`config.mk`:
```
export PLATFORM = sky130hd
export DESIGN_NAME = seq_div
export DESIGN_NICKNAME = d
export VERILOG_FILES = /design/src/rtl/seq_div.sv
export SDC_FILE = /design/constraint.sdc
export NUM_CORES = 1
export LEC_CHECK = 0
export CAP_MARGIN = 10
export CELL_PAD_IN_SITES_DETAIL_PLACEMENT = 0
export CELL_PAD_IN_SITES_GLOBAL_PLACEMENT = 2
export CORE_MARGIN = 2
export CORE_UTILIZATION = 35
export CTS_CLUSTER_SIZE = 8
export DETAILED_ROUTE_END_ITERATION = 12
export PLACE_DENSITY_LB_ADDON = 0.1
export SKIP_CTS_REPAIR_TIMING = 1
export SLEW_MARGIN = 5
export SYNTH_ARGS = -nofsm -noshare
export SYNTH_HDL_FRONTEND = slang
export SYNTH_SLANG_ARGS = --single-unit
```
`constraint.sdc`:
```
create_clock -name i_clk -period 5.9 [get_ports i_clk]
set_input_delay 1.18 -clock i_clk [delete_from_list [all_inputs] [get_ports i_clk]]
set_output_delay 1.18 -clock i_clk [all_outputs]
set_load 0.1 [all_outputs]
```
`src/rtl/seq_div.sv`:
```
// seq_div: sequential unsigned restoring divider, one quotient bit per clock.
// Start/busy/done handshake; divide-by-zero short-circuits straight to DONE
// with quotient all ones and remainder equal to the dividend.
module seq_div #(
    parameter int unsigned WIDTH = 8
) (
    input  logic             i_clk,
    input  logic             i_rst,
    input  logic             i_start,
    input  logic [WIDTH-1:0] i_dividend,
    input  logic [WIDTH-1:0] i_divisor,
    output logic             o_busy,
    output logic             o_done,
    output logic [WIDTH-1:0] o_quotient,
    output logic [WIDTH-1:0] o_remainder,
    output logic             o_div_by_zero
);

    localparam int unsigned CW = (WIDTH > 1) ? $clog2(WIDTH) : 1;
    localparam logic [CW-1:0] LastIter = CW'(WIDTH - 1);

    typedef enum logic [1:0] {
        StIdle,
        StRun,
        StDone
    } state_t;

    state_t           r_state;
    logic [CW-1:0]    r_count;
    logic [WIDTH-1:0] r_divisor;
    logic [WIDTH-1:0] r_q;
    // Partial remainder. Its top bit is always 0 after a step (it is either a
    // non-negative trial result or a restored value below the divisor), so
    // only the low WIDTH bits are stored.
    logic [WIDTH-1:0] r_rem;
    logic             r_busy;
    logic             r_done;
    logic [WIDTH-1:0] r_quotient;
    logic [WIDTH-1:0] r_remainder;
    logic             r_div_by_zero;

    logic [WIDTH:0]   w_shift;
    logic [WIDTH:0]   w_trial;
    logic [WIDTH-1:0] w_rem_next;
    logic [WIDTH-1:0] w_q_next;

    // One restoring step: shift in the next dividend bit and try to subtract.
    always_comb begin
        w_shift    = {1'b0, r_rem, r_q[WIDTH-1]};
        w_trial    = w_shift - {1'b0, r_divisor};
        w_rem_next = w_trial[WIDTH] ? w_shift[WIDTH-1:0] : w_trial[WIDTH-1:0];
        w_q_next   = {r_q[WIDTH-2:0], ~w_trial[WIDTH]};
    end

    // Control FSM, datapath registers and registered outputs.
    always_ff @(posedge i_clk) begin
        if (i_rst) begin
            r_state       <= StIdle;
            r_count       <= '0;
            r_divisor     <= '0;
            r_q           <= '0;
            r_rem         <= '0;
            r_busy        <= 1'b0;
            r_done        <= 1'b0;
            r_quotient    <= '0;
            r_remainder   <= '0;
            r_div_by_zero <= 1'b0;
        end else begin
            r_done <= 1'b0;
            unique case (r_state)
                StIdle: begin
                    if (i_start) begin
                        r_divisor <= i_divisor;
                        if (i_divisor == '0) begin
                            r_quotient    <= '1;
                            r_remainder   <= i_dividend;
                            r_div_by_zero <= 1'b1;
                            r_done        <= 1'b1;
                            r_state       <= StDone;
                        end else begin
                            r_q     <= i_dividend;
                            r_rem   <= '0;
                            r_count <= '0;
                            r_busy  <= 1'b1;
                            r_state <= StRun;
                        end
                    end
                end
                StRun: begin
                    r_q     <= w_q_next;
                    r_rem   <= w_rem_next;
                    r_count <= r_count + CW'(1);
                    if (r_count == LastIter) begin
                        r_quotient    <= w_q_next;
                        r_remainder   <= w_rem_next;
                        r_div_by_zero <= 1'b0;
                        r_busy        <= 1'b0;
                        r_done        <= 1'b1;
                        r_state       <= StDone;
                    end
                end
                StDone: begin
                    r_state <= StIdle;
                end
                default: begin
                    r_state <= StIdle;
                end
            endcase
        end
    end

    assign o_busy        = r_busy;
    assign o_done        = r_done;
    assign o_quotient    = r_quotient;
    assign o_remainder   = r_remainder;
    assign o_div_by_zero = r_div_by_zero;

endmodule
```
==> results of run 1 <==
==> worst max-delay path, stage by stage <==
cell and delay [ns]:
clkdlybuf4s50_1 0.43, nor4_2 0.44, a32oi_1 0.27, nor2_2 0.78, mux2i_1 0.18, a211oi_1 0.28
==> worst min path at each step <==
stage / from / endpoint / cells after the start
floorplan: r_count[0]$_SDFFE_PP0P_ / r_count[0]$_SDFFE_PP0P_ / 1
global placement: r_count[0]$_SDFFE_PP0P_ / r_count[0]$_SDFFE_PP0P_ / 1
detailed placement: r_rem[2]$_SDFFE_PP0P_ / r_rem[2]$_SDFFE_PP0P_ / 2
CTS: r_rem[2]$_SDFFE_PP0P_ / r_rem[2]$_SDFFE_PP0P_ / 2
global route: r_rem[2]$_SDFFE_PP0P_ / r_rem[2]$_SDFFE_PP0P_ / 2
finish: r_count[0]$_SDFFE_PP0P_ / r_count[0]$_SDFFE_PP0P_ / 1
==> layer usage <==
layer / up-vias / wire, um / track usage [%]
li1: 1077 / - / -
met2: 42 / 2800 / 27.1
met1: 998 / 2920 / 23.5
met5: - / 0 / 0
met3: 2 / 263 / 3.77
met4: 0 / 33 / 5.03
==> cell type report <==
type	count	area share, %
multi-input cells	202	46.0
flip-flops and latches	48	32.3
repair buffers	39	13.0
well taps	80	3.36
clock buffers	5	2.31
clock inverters	3	1.56
inverters	12	1.51
==> cell usage in the layout (no fill, tap or decap), types with 5 or more instances in the layout <==
master / count
ha_1: 10
a21oi_1: 20
nor2_1: 38
a311oi_1: 13
clkdlybuf4s50_1: 37
o221a_2: 6
nand2_1: 29
inv_1: 11
mux2i_1: 5
clkbuf_8: 5
o21ai_0: 6
dfxtp_1: 48
nor3_1: 6
==> kinds of logic (layout without fill, tap and decap cells) <==
family | count (synthesis) | after routing | synth area share (%)
xor gates and xnor gates | 1 | 1 | 0.358
buffers and inverters | 29 | 59 | 4.66
and+or+nand+nor | 100 | 100 | 19.4
AOI/OAI and AO/OA | 83 | 83 | 27.2
muxes | 7 | 7 | 3.12
DFF | 48 | 48 | 39.3
adders and majority gates | 11 | 11 | 5.94
==> flip-flops by register name (all words and copies together) (netlist names) <==
signal         count
o_remainder        8
o_busy             1
r_rem              8
o_quotient         8
o_done             1
r_divisor          8
r_q                8
o_div_by_zero      1
r_state            2
r_count            3
==> power groups by stage <==
stage / Clock (mW) / Sequential, mW / Combinational (mW)
after floorplan: 0 / 0.370 / 0.261
after global placement: 0 / 0.371 / 0.344
after detailed placement: 0 / 0.371 / 0.346
after CTS: 0.258 / 0.364 / 0.349
after global routing: 0.271 / 0.367 / 0.383
final: 0.249 / 0.364 / 0.345
==> stage by stage <==
| step | instance area [um^2] | instances | hold WS (ns) |
|---|---|---|---|
| final | 2980 | 389 | 0.485 |
| after global routing | 2980 | 389 | 0.510 |
| after CTS | 2980 | 389 | 0.486 |
| after detailed placement | 2860 | 381 | 0.468 |
| after global placement | 2860 | 381 | 0.467 |
| after floorplan | 2440 | 279 | 0.444 |
==> flow_summary.json, run 1 <==
{
  "status": "finished clean",
  "tightest_slew_ns": 1.00,
  "clkPwrFrac_pct": 26.0,
  "root_buffer": "clkbuf_8",
  "utilization_pct": 44.0,
  "final_hold_viol_count": 0,
  "drive_gt1_share_pct": 10.7,
  "synth_area_leader_cell": "dfxtp_1",
  "finalSetupViolations": 0,
  "grt_pass1_vias": 1991,
  "endpoint": "o_remainder[5]$_SDFFE_PP0P_",
  "gp_congestion": 0.742,
  "p_sw_uw": 342,
  "ios": 38,
  "fin_tns_setup_ns": 0,
  "fin_nets": 338,
  "switching_share_pct": 35.7,
  "syn2layout_area_growth_pct": 21.8,
  "hold_path_class": "reg2reg",
  "firstDrtPassIters": 4,
  "crit_arrival_ns": 3.56,
  "comb_power_share_pct": 36.0,
  "seqPwrFrac_pct": 38.0,
  "finalClockSkew_ns": 0.00734,
  "wire_per_inst_um": 15.5,
  "grt_max_degree": 43,
  "antenna_found_initial": 0,
  "ant_nets": 0,
  "n_antenna_cell": 0,
  "avgSynthCellArea_um2": 8.76,
  "fin_crit_ns": 3.34,
  "cts.path.max_buffers": 2,
  "clk_pin_slew_ns": 0.09,
  "clk_latency_ns": 0.31,
  "avgViaCountPerCell": 5.45,
  "r2r-end": "o_remainder[1]$_SDFFE_PP0P_",
  "period_share_pct": 56.7,
  "ys_ff_latch": 48,
  "vias": 2119,
  "synth_warnings": 0,
  "end_kind": "flip-flop",
  "ir_drop_mv": 0.107,
  "r2r_cells": 8,
  "hpwl_um": 4330,
  "criticalPathCategory": "in2reg",
  "setup_ws_ns": 2.56,
  "io_buffers": 37,
  "synth_common_cells": "48 x dfxtp_1, 38 x nor2_1, 29 x nand2_1",
  "grt_pass1_wl_um": 10200,
  "drtIter0Drc": 142,
  "die_y_um": 87.6,
  "r2r-start": "r_divisor[0]$_SDFFE_PP0P_",
  "cts_buffers": 5,
  "slew_headroom_pct": 33.1,
  "p_per_area_nw_per_um2": 322,
  "coreArea_um2": 6760,
  "regToRegSetupSlack_ns": 3.39,
  "cts_sinks": 48,
  "p_int_uw": 616,
  "n_fill_cell": 692,
  "synth_cell_types": 53,
  "die_w_um": 87.6,
  "grt_usage_pct": 17.1,
  "netlist_instances": 279,
  "p_leak_nw": 1.11,
  "num_rows": 30,
  "synth_enable_flop_cells": 0,
  "synthTopCellsByArea": "dfxtp_1 39%, nor2_1 5.8%, ha_1 5.1%",
  "grt_overflow": 0,
  "start_kind": "input pin",
  "synth.most_common_cell": "dfxtp_1",
  "cts_tree": "done",
  "wl_um": 6020,
  "ys_seq_area_share_pct": 39.3,
  "initial_core_util_pct": 36.2,
  "htreeDepth": 2,
  "syn-cell-area_um2": 2440,
  "synthArstFlopShare_pct": 0,
  "multi_input_area_um2": 1370,
  "rsz0062_at_grt": "false",
  "crit_start": "i_divisor[4]",
  "finalPower_uw": 958,
  "post-route-drc-count": 0,
  "max_cap_violations": 0,
  "slew_viol_final": 0,
  "cp_max_fo": 23,
  "die_area_um2": 7670,
  "syn_nets": 309,
  "fmax_ghz": 0.299,
  "synth_ff_type": "dfxtp_1",
  "yosysTopAreaCellShare_pct": 39.3,
  "seqCellArea_um2": 961,
  "required_ns": 6.11,
  "pre_cts_ws_ns": 2.19
}
Power figures use the tool's default switching activity.
==> run 2, diff against run 1 <==
--- a/config.mk
+++ b/config.mk
@@ -9,7 +9,7 @@
 export CELL_PAD_IN_SITES_DETAIL_PLACEMENT = 0
 export CELL_PAD_IN_SITES_GLOBAL_PLACEMENT = 2
 export CORE_MARGIN = 2
-export CORE_UTILIZATION = 35
+export CORE_UTILIZATION = 29
 export CTS_CLUSTER_SIZE = 8
 export DETAILED_ROUTE_END_ITERATION = 12
 export PLACE_DENSITY_LB_ADDON = 0.1
==> constraint.sdc (replaced) <==
create_clock -name i_clk -period 2.8 [get_ports i_clk]
set_input_delay 0.56 -clock i_clk [delete_from_list [all_inputs] [get_ports i_clk]]
set_output_delay 0.56 -clock i_clk [all_outputs]
set_load 0.1 [all_outputs]
==> flow_summary.json, run 2 (synthesis gave the netlist of run 1 again) <==
{
  "status": "finished clean",
  "met3_usage_pct": 2.90,
  "hpwl_um": 4780,
  "ir_drop_mv": 0.197,
  "antenna_found_initial": 0,
  "initial_core_util_pct": 29.9,
  "p_int_mw": 1.30,
  "comb_power_share_pct": 36.8,
  "grt_usage_pct": 15.2,
  "pre_cts_ws_ns": 0.243,
  "grt_overflow": 0,
  "die_w_um": 95.8,
  "grt_pass1_wl_um": 10600,
  "tightest_slew_ns": 0.785,
  "ant_nets": 0,
  "setup_ws_ns": 0.324,
  "post-route-drc-count": 0,
  "r2r_cells": 9,
  "start_kind": "flip-flop",
  "slew_viol_final": 0,
  "n_fill_cell": 866,
  "grt_pass1_vias": 1911,
  "clkPwrFrac_pct": 25.2,
  "hold_depth": 1,
  "max_cap_violations": 0,
  "r2r-start": "r_q[7]$_SDFFE_PP0P_",
  "syn2layout_area_growth_pct": 22.5,
  "die_y_um": 95.8,
  "wl_um": 6560,
  "cts_sinks": 48,
  "root_buffer": "clkbuf_8",
  "fin_tns_setup_ns": 0,
  "p_per_area_nw_per_um2": 672,
  "cts_buffers": 5,
  "required_ns": 3.01,
  "final_common_cell": "dfxtp_1",
  "firstDrtPassIters": 4,
  "n_antenna_cell": 0,
  "ios": 38,
  "cts.path.max_buffers": 2,
  "p_leak_nw": 1.17,
  "hp-start": "r_count[0]$_SDFFE_PP0P_",
  "clk_latency_ns": 0.30,
  "drtIter0Drc": 81,
  "met2_usage_pct": 24.0,
  "final_cell_mix": "48 x dfxtp_1, 38 x nor2_1, 29 x nand2_1, 24 x buf_4, 20 x a21oi_1",
  "utilization_pct": 36.6,
  "hold_path_class": "reg2reg",
  "grt_max_degree": 42,
  "p_sw_uw": 713,
  "wire_per_inst_um": 15.7,
  "slew_headroom_pct": 47.7,
  "fin_nets": 342,
  "avgViaCountPerCell": 5.05,
  "htreeDepth": 2,
  "fin_crit_ns": 2.48,
  "postLayoutCellArea_um2": 2990,
  "die_area_um2": 9180,
  "fmax_ghz": 0.404,
  "clk_pin_slew_ns": 0.09,
  "grtUsageMet1_pct": 21.3,
  "period_share_pct": 88.4,
  "place_area_um2": 2890,
  "cts_tree": "done",
  "rsz0062_at_grt": "false",
  "num_rows": 33,
  "criticalPathCategory": "reg2reg",
  "vias": 2112,
  "gp_congestion": 0.782,
  "seqPwrFrac_pct": 38.1,
  "finalSetupViolations": 0,
  "switching_share_pct": 35.4,
  "finalClockSkew_ns": 0.00959,
  "crit_arrival_ns": 2.69,
  "coreArea_um2": 8180,
  "crit_start": "r_q[7]$_SDFFE_PP0P_",
  "grt_most_used_layer": "met2",
  "final_hold_viol_count": 0,
  "drive_gt1_share_pct": 17.6,
  "end_kind": "flip-flop",
  "cp_max_fo": 6,
  "io_buffers": 37
}
-- run 2: cell type report --
class | count | area, um^2 | area share, %
multi-input combinational | 202 | 1370 | 45.7
timing repair buffer | 43 | 380 | 12.7
clock inverter | 2 | 35.0 | 1.17
inverter | 12 | 45.0 | 1.50
tap | 105 | 131 | 4.39
clock buffer | 6 | 72.6 | 2.42
sequential | 48 | 961 | 32.1
-- run 2: stage by stage --
| step | hold WS, ns | cells | power (mW) |
|---|---|---|---|
| final | 0.480 | 418 | 2.01 |
| after global routing | 0.508 | 418 | 2.16 |
| after CTS | 0.482 | 418 | 2.05 |
| after detailed placement | 0.463 | 410 | 1.53 |
| after global placement | 0.475 | 410 | 1.53 |
| after floorplan | 0.444 | 279 | 1.33 |
-- run 2: worst paths after layout --
path                                  to  slack (ns)
max reg2reg  o_remainder[1]$_SDFFE_PP0P_        0.32
max          o_remainder[1]$_SDFFE_PP0P_        0.32
min              r_count[0]$_SDFFE_PP0P_        0.48
min reg2reg      r_count[0]$_SDFFE_PP0P_        0.48
-- run 2: power by group through the flow --
stage	Sequential (mW)	Clock, mW	Combinational [mW]
after CTS	0.767	0.533	0.746
after global routing	0.773	0.557	0.825
after detailed placement	0.782	0	0.743
after global placement	0.782	0	0.745
final	0.765	0.506	0.740
after floorplan	0.779	0	0.549
-- run 2: layer usage --
metal,share of wire (%),up-vias
met2,45,35
met4,0.81,0
met1,51,985
met5,0,-
li1,-,1085
met3,3.3,7
-- run 2: worst max-delay path, stage by stage, from the launching register on --
cell	delay, ns
dfxtp_1	0.33
inv_1	0.06
ha_1	0.15
inv_1	0.05
fa_1	0.42
a211oi_2	0.38
o211a_4	0.26
o211a_4	0.21
mux2_4	0.31
a311oi_2	0.22
==> run 3, diff against run 2 <==
--- a/config.mk
+++ b/config.mk
@@ -10,7 +10,6 @@
 export CELL_PAD_IN_SITES_GLOBAL_PLACEMENT = 2
 export CORE_MARGIN = 2
 export CORE_UTILIZATION = 29
-export CTS_CLUSTER_SIZE = 8
 export DETAILED_ROUTE_END_ITERATION = 12
 export PLACE_DENSITY_LB_ADDON = 0.1
 export SKIP_CTS_REPAIR_TIMING = 1
==> results of run 3 <==
Final layout, timing and power as in run 2 (identical DEF).
